## config.mk

```make
export PLATFORM = sky130hd
export DESIGN_NAME = spi_frame_ctrl
export DESIGN_NICKNAME = d
export VERILOG_FILES = /design/src/rtl/spi_frame_ctrl.sv
export SDC_FILE = /design/constraint.sdc
export NUM_CORES = 1
export LEC_CHECK = 0
export ABC_AREA = 1
export CAP_MARGIN = 20
export CELL_PAD_IN_SITES_DETAIL_PLACEMENT = 1
export CELL_PAD_IN_SITES_GLOBAL_PLACEMENT = 2
export CORE_AREA = 3 3 248 250
export CTS_CLUSTER_SIZE = 8
export DETAILED_ROUTE_END_ITERATION = 7
export DIE_AREA = 0 0 251 253
export PLACE_DENSITY = 0.77
export SETUP_SLACK_MARGIN = 0.5
export SLEW_MARGIN = 20
export SYNTH_ARGS = -nofsm -noshare
export SYNTH_HDL_FRONTEND = slang
export SYNTH_SLANG_ARGS = --single-unit
```

## constraint.sdc

```tcl
create_clock -name clk -period 4.31 [get_ports clk]
set_input_delay 0.862 -clock clk [delete_from_list [all_inputs] [get_ports clk]]
set_output_delay 0.862 -clock clk [all_outputs]
set_load 0.02 [all_outputs]
```

## src/rtl/spi_frame_ctrl.sv

```systemverilog
// SPI frame controller: checks each cs-low frame is 128 bits, loads the AES key
// frames, then issues one core operation per data frame and holds the result.
module spi_frame_ctrl #(
    parameter int Nk = 4
) (
    input  logic              clk,
    input  logic              rst,
    input  logic              cs,
    input  logic [127:0]      spi_data,
    input  logic              core_done,
    input  logic [127:0]      core_out,
    output logic [Nk*32-1:0]  key,
    output logic [127:0]      block_in,
    output logic              core_start,
    output logic [127:0]      result,
    output logic              result_valid,
    output logic              key_ready,
    output logic              busy,
    output logic              frame_err
);
    localparam int unsigned KW  = Nk * 32;
    localparam int unsigned KF  = (KW + 127) / 128;
    localparam int unsigned IW  = $clog2(KF + 1);
    localparam int unsigned REM = KW - 128 * (KF - 1);

    typedef enum logic [1:0] {KEY, DATA, START, WAIT} state_t;

    state_t         state;
    state_t         state_next;
    logic           cs_q;
    logic [8:0]     bit_cnt;
    logic [IW-1:0]  key_idx;
    logic           frame_end;
    logic           frame_ok;
    logic           key_load;
    logic           data_load;
    logic           last_key;

    always_comb begin
        frame_end = !cs_q && cs;
        frame_ok  = frame_end && (bit_cnt == 9'd128);
        key_load  = frame_ok && (state == KEY);
        data_load = frame_ok && (state == DATA);
        last_key  = (key_idx == IW'(KF - 1));
    end

    always_ff @(posedge clk or negedge rst) begin
        if (!rst) begin
            state <= KEY;
        end else begin
            state <= state_next;
        end
    end

    always_comb begin
        state_next = state;
        core_start = 1'b0;
        busy       = 1'b0;
        case (state)
            KEY:   if (key_load && last_key) state_next = DATA;
            DATA:  if (data_load) state_next = START;
            START: begin
                core_start = 1'b1;
                busy       = 1'b1;
                state_next = WAIT;
            end
            WAIT: begin
                busy = 1'b1;
                if (core_done) state_next = DATA;
            end
            default: state_next = KEY;
        endcase
    end

    always_ff @(posedge clk or negedge rst) begin
        if (!rst) begin
            cs_q         <= 1'b1;
            bit_cnt      <= '0;
            key_idx      <= '0;
            key          <= '0;
            key_ready    <= 1'b0;
            block_in     <= '0;
            result       <= '0;
            result_valid <= 1'b0;
            frame_err    <= 1'b0;
        end else begin
            cs_q      <= cs;
            // Any completed frame not consumed as key or data is rejected,
            // which covers bad lengths and overruns during an operation.
            frame_err <= frame_end && !(key_load || data_load);

            if (frame_end) begin
                bit_cnt <= '0;
            end else if (!cs && bit_cnt != 9'h1FF) begin
                bit_cnt <= bit_cnt + 9'd1;
            end

            if (key_load) begin
                key_idx <= key_idx + IW'(1);
                if (last_key) begin
                    key[REM-1:0] <= spi_data[REM-1:0];
                    key_ready    <= 1'b1;
                end else if (KF > 1) begin
                    key[KW-1 -: 128] <= spi_data;
                end
            end

            if (data_load) begin
                block_in     <= spi_data;
                result_valid <= 1'b0;
            end

            if (state == WAIT && core_done) begin
                result       <= core_out;
                result_valid <= 1'b1;
            end
        end
    end

endmodule
```

==> flow_metrics.tcl, run 1 <==
set metrics [dict create \
    tns_ns 0 \
    ys_seq_area_share_pct 63.8 \
    initialDrtViolationCount 453 \
    hp-class "primary input to async pin" \
    layout_worst_path_cycle_share_pct 70.7 \
    htreeDepth 2 \
    crit_buf_inv 2 \
    yosysWarnings 0 \
    swShare_pct 30.6 \
    finalHoldViolations 0 \
    viasPerCell 4.40 \
    clockRootBuffer "clkbuf_16" \
    crit_required_ns 3.45 \
    power_frac_seq_pct 38.2 \
    final.min_clock_period_ns 3.05 \
    grt_pass1_wl_microns 86400 \
    cts.sinks 400 \
    crit_path_cell_trace "inv_1 -> ha_1 -> or2_2 -> clkdlybuf4s50_1" \
    grt_max_degree 100 \
    ctsHoldBuffers 0 \
    fin_worst_skew_ns 0.0145 \
    p_switching_mw 3.82 \
    grt_usage_pct 17.7 \
    rsz0062_at_grt "false" \
    cts_setup_buffers 0 \
    vias 12400 \
    numCtsBuffers 56 \
    p_leak_nw 11.2 \
    irDropWorstVdd_v 0.000408 \
    worst_pin_slew_ns 0.843 \
    syn_nets 1648 \
    ctsResizeCount 0 \
    first_global_vias 13600 \
    synth_ff_type "dfrtp_1" \
    crit_type "register to primary output" \
    layoutNonFillerInstCount 2824 \
    finalSetupViolations 0 \
    dpl.cell_count 2750 \
    nets 2303 \
    end_kind "primary output" \
    wl_microns 58200 \
    cp.arrival_ns 2.19 \
    dieArea_sq_um 63500 \
    io_pins 649 \
    fp.dieW_microns 251 \
    worst_hold_slack_ns 0.325 \
    final_core_util_pct 41.4 \
    areaGrowthSynthToFinish_pct 56.2 \
    ys_ff_latch 400 \
    fillers 6471 \
    outcome "completed" \
    routedWlPerCell_microns 20.6 \
    relSlewSlack_pct 43.8 \
    synth.distinct_cells 30 \
    fmax_mhz 328 \
    cp_max_fo 5 \
    p_int_mw 8.68 \
    num_rows 89 \
    cpPeakStageDelay_ns 0.58 \
    port_buffers 648 \
    combinationalPowerShare_pct 30.0 \
    cts_tree "built" \
    cp_top_family "buffers and inverters" \
    drive_gt1_share_pct 16.1 \
    fp.coreArea_sq_um 59200 \
    drc 0 \
    async_reset_ff_share_pct 100 \
    clk_latency_ns 0.59 \
    gp_congestion 0.818 \
    clockPowerShare_pct 31.8 \
    powerDensity_nw_per_um2 510 \
    clockBufferDepth 3 \
    startpoint_type "register" \
    dp_hpwl_microns 43500 \
    postSynthAreaPerCell_sq_um 11.4 \
    report.final.slew_viol_count 0 \
    cp_slowest_cell "clkdlybuf4s50_1" \
    drv_cap 0 \
    first_pass_iters 5 \
    synth_area_sq_um 15700 \
    initial_core_util_pct 26.5 \
    antenna_found_initial 6 \
    final_antenna_net_count 0 \
    clk_pin_slew_ns 0.05 \
    synth_edf_count 0 \
    rrSetupSlack_ns 1.82 \
    die_h_microns 253 \
    grt_overflow_total 0 \
    total_power_mw 12.5 \
    synth_cells 1380 \
]
[sequential cells by signal (all words and copies together) (netlist names)]
register,cells
bit_cnt,9
block_in,128
cs_q,1
frame_err,1
key,128
key_idx,1
key_ready,1
result,128
result_valid,1
state,2
[path summary, 6_finish.rpt]
kind                                    from           end  cells after the start
worst max register to register    bit_cnt[0]    bit_cnt[7]                     14
worst max-delay path                state[0]          busy                      4
min in group clk                block_in[89]  block_in[89]                      2
worst min register to register  block_in[89]  block_in[89]                      2
max in group asynchronous                rst       key[66]                      2
worst min-delay path                     rst  block_in[30]                      1
[power groups by stage]
stage | Sequential [mW] | Clock [mW] | Combinational [mW]
global placement | 4.78 | 0 | 3.73
CTS | 4.78 | 4.13 | 3.81
floorplan | 5.52 | 0 | 0.977
finish | 4.78 | 3.97 | 3.75
detailed placement | 4.82 | 0 | 3.78
global route | 4.85 | 4.28 | 3.93
[metrics by stage]
step,cell area [sq um],setup slack (ns)
detailed placement,23000,1.04
floorplan,15700,2.25
global placement,23000,1.09
global route,24500,1.15
CTS,24500,1.20
finish,24500,1.26
[synth_stat cells (8+ instances only)]
cell type  number  area, sq um
buf_2          29          145
nand2_1       327         1230
inv_1         146          548
dfrtp_1       399         9980
clkbuf_1       21         78.8
nand3_1        45          225
o21ai_1        36          180
o21ai_2       100          876
ha_1            8          100
nor2_1          9         33.8
buf_6          22          248
o21ai_0        85          425
mux2_2        128         1440
[final cells by class]
| class | count | area (sq um) | area share, % |
|---|---|---|---|
| Tap cell | 773 | 967 | 3.94 |
| Multi-Input combinational cell | 754 | 4650 | 19.0 |
| Antenna cell | 4 | 10.0 | 0.0408 |
| Timing Repair Buffer | 671 | 6790 | 27.7 |
| Clock inverter | 3 | 26.3 | 0.107 |
| Clock buffer | 67 | 1500 | 6.10 |
| Inverter | 152 | 573 | 2.34 |
| Sequential cell | 400 | 10000 | 40.8 |
[cells by family after synthesis]
kind of cell,after synthesis,share of synthesized area [%]
flip-flops,400,63.8
multiplexers,128,9.18
AND/OR/NAND/NOR,392,10.0
adder cells (fa/ha/maj),8,0.638
buffers and inverters,226,6.74
AO/OA/AOI/OAI,226,9.63
[cell usage in the layout, fill, tap and decap left out, types with 8 or more instances in the layout]
| master | instances |
|---|---|
| buf_12 | 10 |
| buf_4 | 13 |
| clkbuf_1 | 8 |
| clkbuf_16 | 58 |
| clkdlybuf4s50_1 | 647 |
| dfrtp_1 | 399 |
| inv_1 | 146 |
| mux2_2 | 128 |
| nand2_1 | 326 |
| nand3_1 | 45 |
| nor2_1 | 9 |
| o21ai_0 | 85 |
| o21ai_1 | 36 |
| o21ai_2 | 100 |
[metal layers]
layer,global-route usage [%],share of wire (%)
met1,20.1,38
met2,31.3,51
met3,6.69,8.5
met4,4.77,2.4
met5,0,0.043
[worst register-to-register path, stage by stage, from the launching register on]
cell	delay, ns
dfrtp_1	0.40
ha_1	0.24
nand2_1	0.10
nor2_1	0.06
inv_1	0.07
nor3_1	0.06
and3_1	0.15
ha_1	0.17
nor2_1	0.37
inv_1	0.15
nor2_1	0.19
nand4_1	0.15
o21ai_0	0.20
nand2_1	0.07
inv_1	0.05
Power figures use the tool's default switching activity.
==> run 2: changes to the inputs <==
- CORE_AREA: 3 3 248 250 -> not set
- CORE_MARGIN: not set -> 3
- CORE_UTILIZATION: not set -> 26
- DIE_AREA: 0 0 251 253 -> not set
- PLACE_DENSITY: 0.77 -> 0.76
- clock period: 4.31 -> 3.1 ns (I/O delays scaled with it)
==> flow_metrics.tcl, run 2 (same netlist as run 1, synthesis figures left out) <==
set metrics [dict create \
    die_h_microns 252 \
    cpPeakStageDelay_ns 0.42 \
    final.min_clock_period_ns 2.40 \
    worst_hold_slack_ns 0.468 \
    startpoint_type "register" \
    finalHoldViolations 0 \
    worst_pin_slew_ns 0.990 \
    place_ws_ns 0.510 \
    grt_overflow_total 0 \
    powerDensity_nw_per_um2 704 \
    cts_tree "built" \
    rrSetupSlack_ns 0.82 \
    crit_path_cell_trace "inv_1 -> ha_1 -> or2_2 -> clkbuf_2" \
    cp_slowest_cell "dfrtp_1" \
    first_global_vias 13500 \
    crit_required_ns 2.48 \
    htreeDepth 2 \
    cp.arrival_ns 1.78 \
    areaGrowthSynthToFinish_pct 56.7 \
    p_leak_nw 11.2 \
    end_kind "primary output" \
    grt_use_met1_pct 20.7 \
    grt_max_degree 162 \
    clockBufferDepth 3 \
    relSlewSlack_pct 34.0 \
    grt_util_met3_pct 6.31 \
    dieArea_sq_um 63400 \
    cts_setup_buffers 0 \
    viasPerCell 4.35 \
    final_cell_mix "clkdlybuf4s50_1 (645), dfrtp_1 (399), nand2_1 (326)" \
    port_buffers 648 \
    outcome "completed" \
    first_pass_iters 4 \
    fin_worst_skew_ns 0.0140 \
    report.final.slew_viol_count 0 \
    nets 2312 \
    grt_usage_pct 17.7 \
    reg_top3 "block_in: 128 flops, key: 128 flops, result: 128 flops" \
    irDropWorstVdd_v 0.000468 \
    drc 0 \
    layout_worst_path_cycle_share_pct 77.5 \
    layout_commonest_cell "clkdlybuf4s50_1" \
    clk_pin_slew_ns 0.05 \
    num_rows 89 \
    rsz0062_at_grt "false" \
    fmax_mhz 416 \
    routedWlPerCell_microns 20.2 \
    hp-class "register to register" \
    drive_gt1_share_pct 16.3 \
    fp.dieW_microns 252 \
    initialDrtViolationCount 489 \
    wl_microns 57200 \
    setup_ws_ns 0.698 \
    crit_type "register to primary output" \
    vias 12300 \
    clockRootBuffer "clkbuf_16" \
    grt.met2_usage_pct 30.5 \
    final_core_util_pct 41.5 \
    cp_max_fo 5 \
    top_usage_layer "met2" \
    final_antenna_net_count 0 \
    drv_cap 0 \
    grt_pass1_wl_microns 85700 \
    dp_hpwl_microns 43100 \
    gp_congestion 0.806 \
    tns_ns 0 \
    numCtsBuffers 56 \
    initial_core_util_pct 26.4 \
    finalSetupViolations 0 \
    antenna_found_initial 8 \
    fp.coreArea_sq_um 59400 \
    cts.sinks 400 \
    clk_latency_ns 0.58 \
    io_pins 649 \
]
[run 2: changes by cell type in the layout (fill, tap and decap cells not counted), sizes merged]
cell           previous run  this run
dlygate4sd2               0         1
buf                      24        32
clkdlybuf4s50           647       645
clkbuf                   67        68
diode                     4         6
dlygate4sd3               0         1
clkinv                    3         1
inv                     152       153
bufinv                    0         1
[run 2: worst max-delay path, delay by kind of cell (launching register included)]
kind                     cells  cell delay [ns]
adder cells (fa/ha/maj)      1             0.23
AND/OR/NAND/NOR              1             0.29
flip-flops                   1             0.42
buffers and inverters        2             0.28
[run 2: path summary, 6_finish.rpt]
check                        startpoint            to  cells past startpoint
max in group asynchronous           rst     result[0]                      4
setup / recovery               state[0]          busy                      4
hold reg to reg            block_in[87]  block_in[87]                      2
setup reg to reg             bit_cnt[0]    bit_cnt[7]                     15
min in group asynchronous           rst   block_in[8]                      2
hold / removal             block_in[87]  block_in[87]                      2
[run 2: metal layers]
metal,wire length [microns],up-vias
li1,-,5727
met1,22200,6126
met2,28500,382
met3,4950,98
met4,1560,6
met5,34,-
[run 2: cell type report]
type	count	area, sq um
Inverter	152	573
Clock buffer	67	1440
Tap cell	773	967
Antenna cell	6	15.0
Sequential cell	400	10000
Timing Repair Buffer	680	6890
Fill cell	6488	34800
Clock inverter	3	55.1
Multi-Input combinational cell	754	4650
[run 2: through the flow]
step | instance area, sq um | std cells | power (mW)
after floorplan | 15700 | 1380 | 9.04
after global placement | 23100 | 2758 | 11.8
after detailed placement | 23100 | 2758 | 12.0
after CTS | 24600 | 2829 | 17.6
after global routing | 24600 | 2830 | 18.1
final | 24600 | 2835 | 17.3
[run 2: what timing repair did]
item,CTS,global route
hold endpoints to repair,38,0
setup endpoints to repair,2,1
hold buffers,1,0
gates resized for setup,2,2
[run 2: report_power, final]
part	total, mW	switching (mW)	leakage (nW)	internal [mW]
clock network	5.50	2.21	0.729	3.28
registers	6.65	0.523	5.31	6.12
logic	5.19	2.54	5.18	2.65
total	17.3	5.28	11.2	12.1
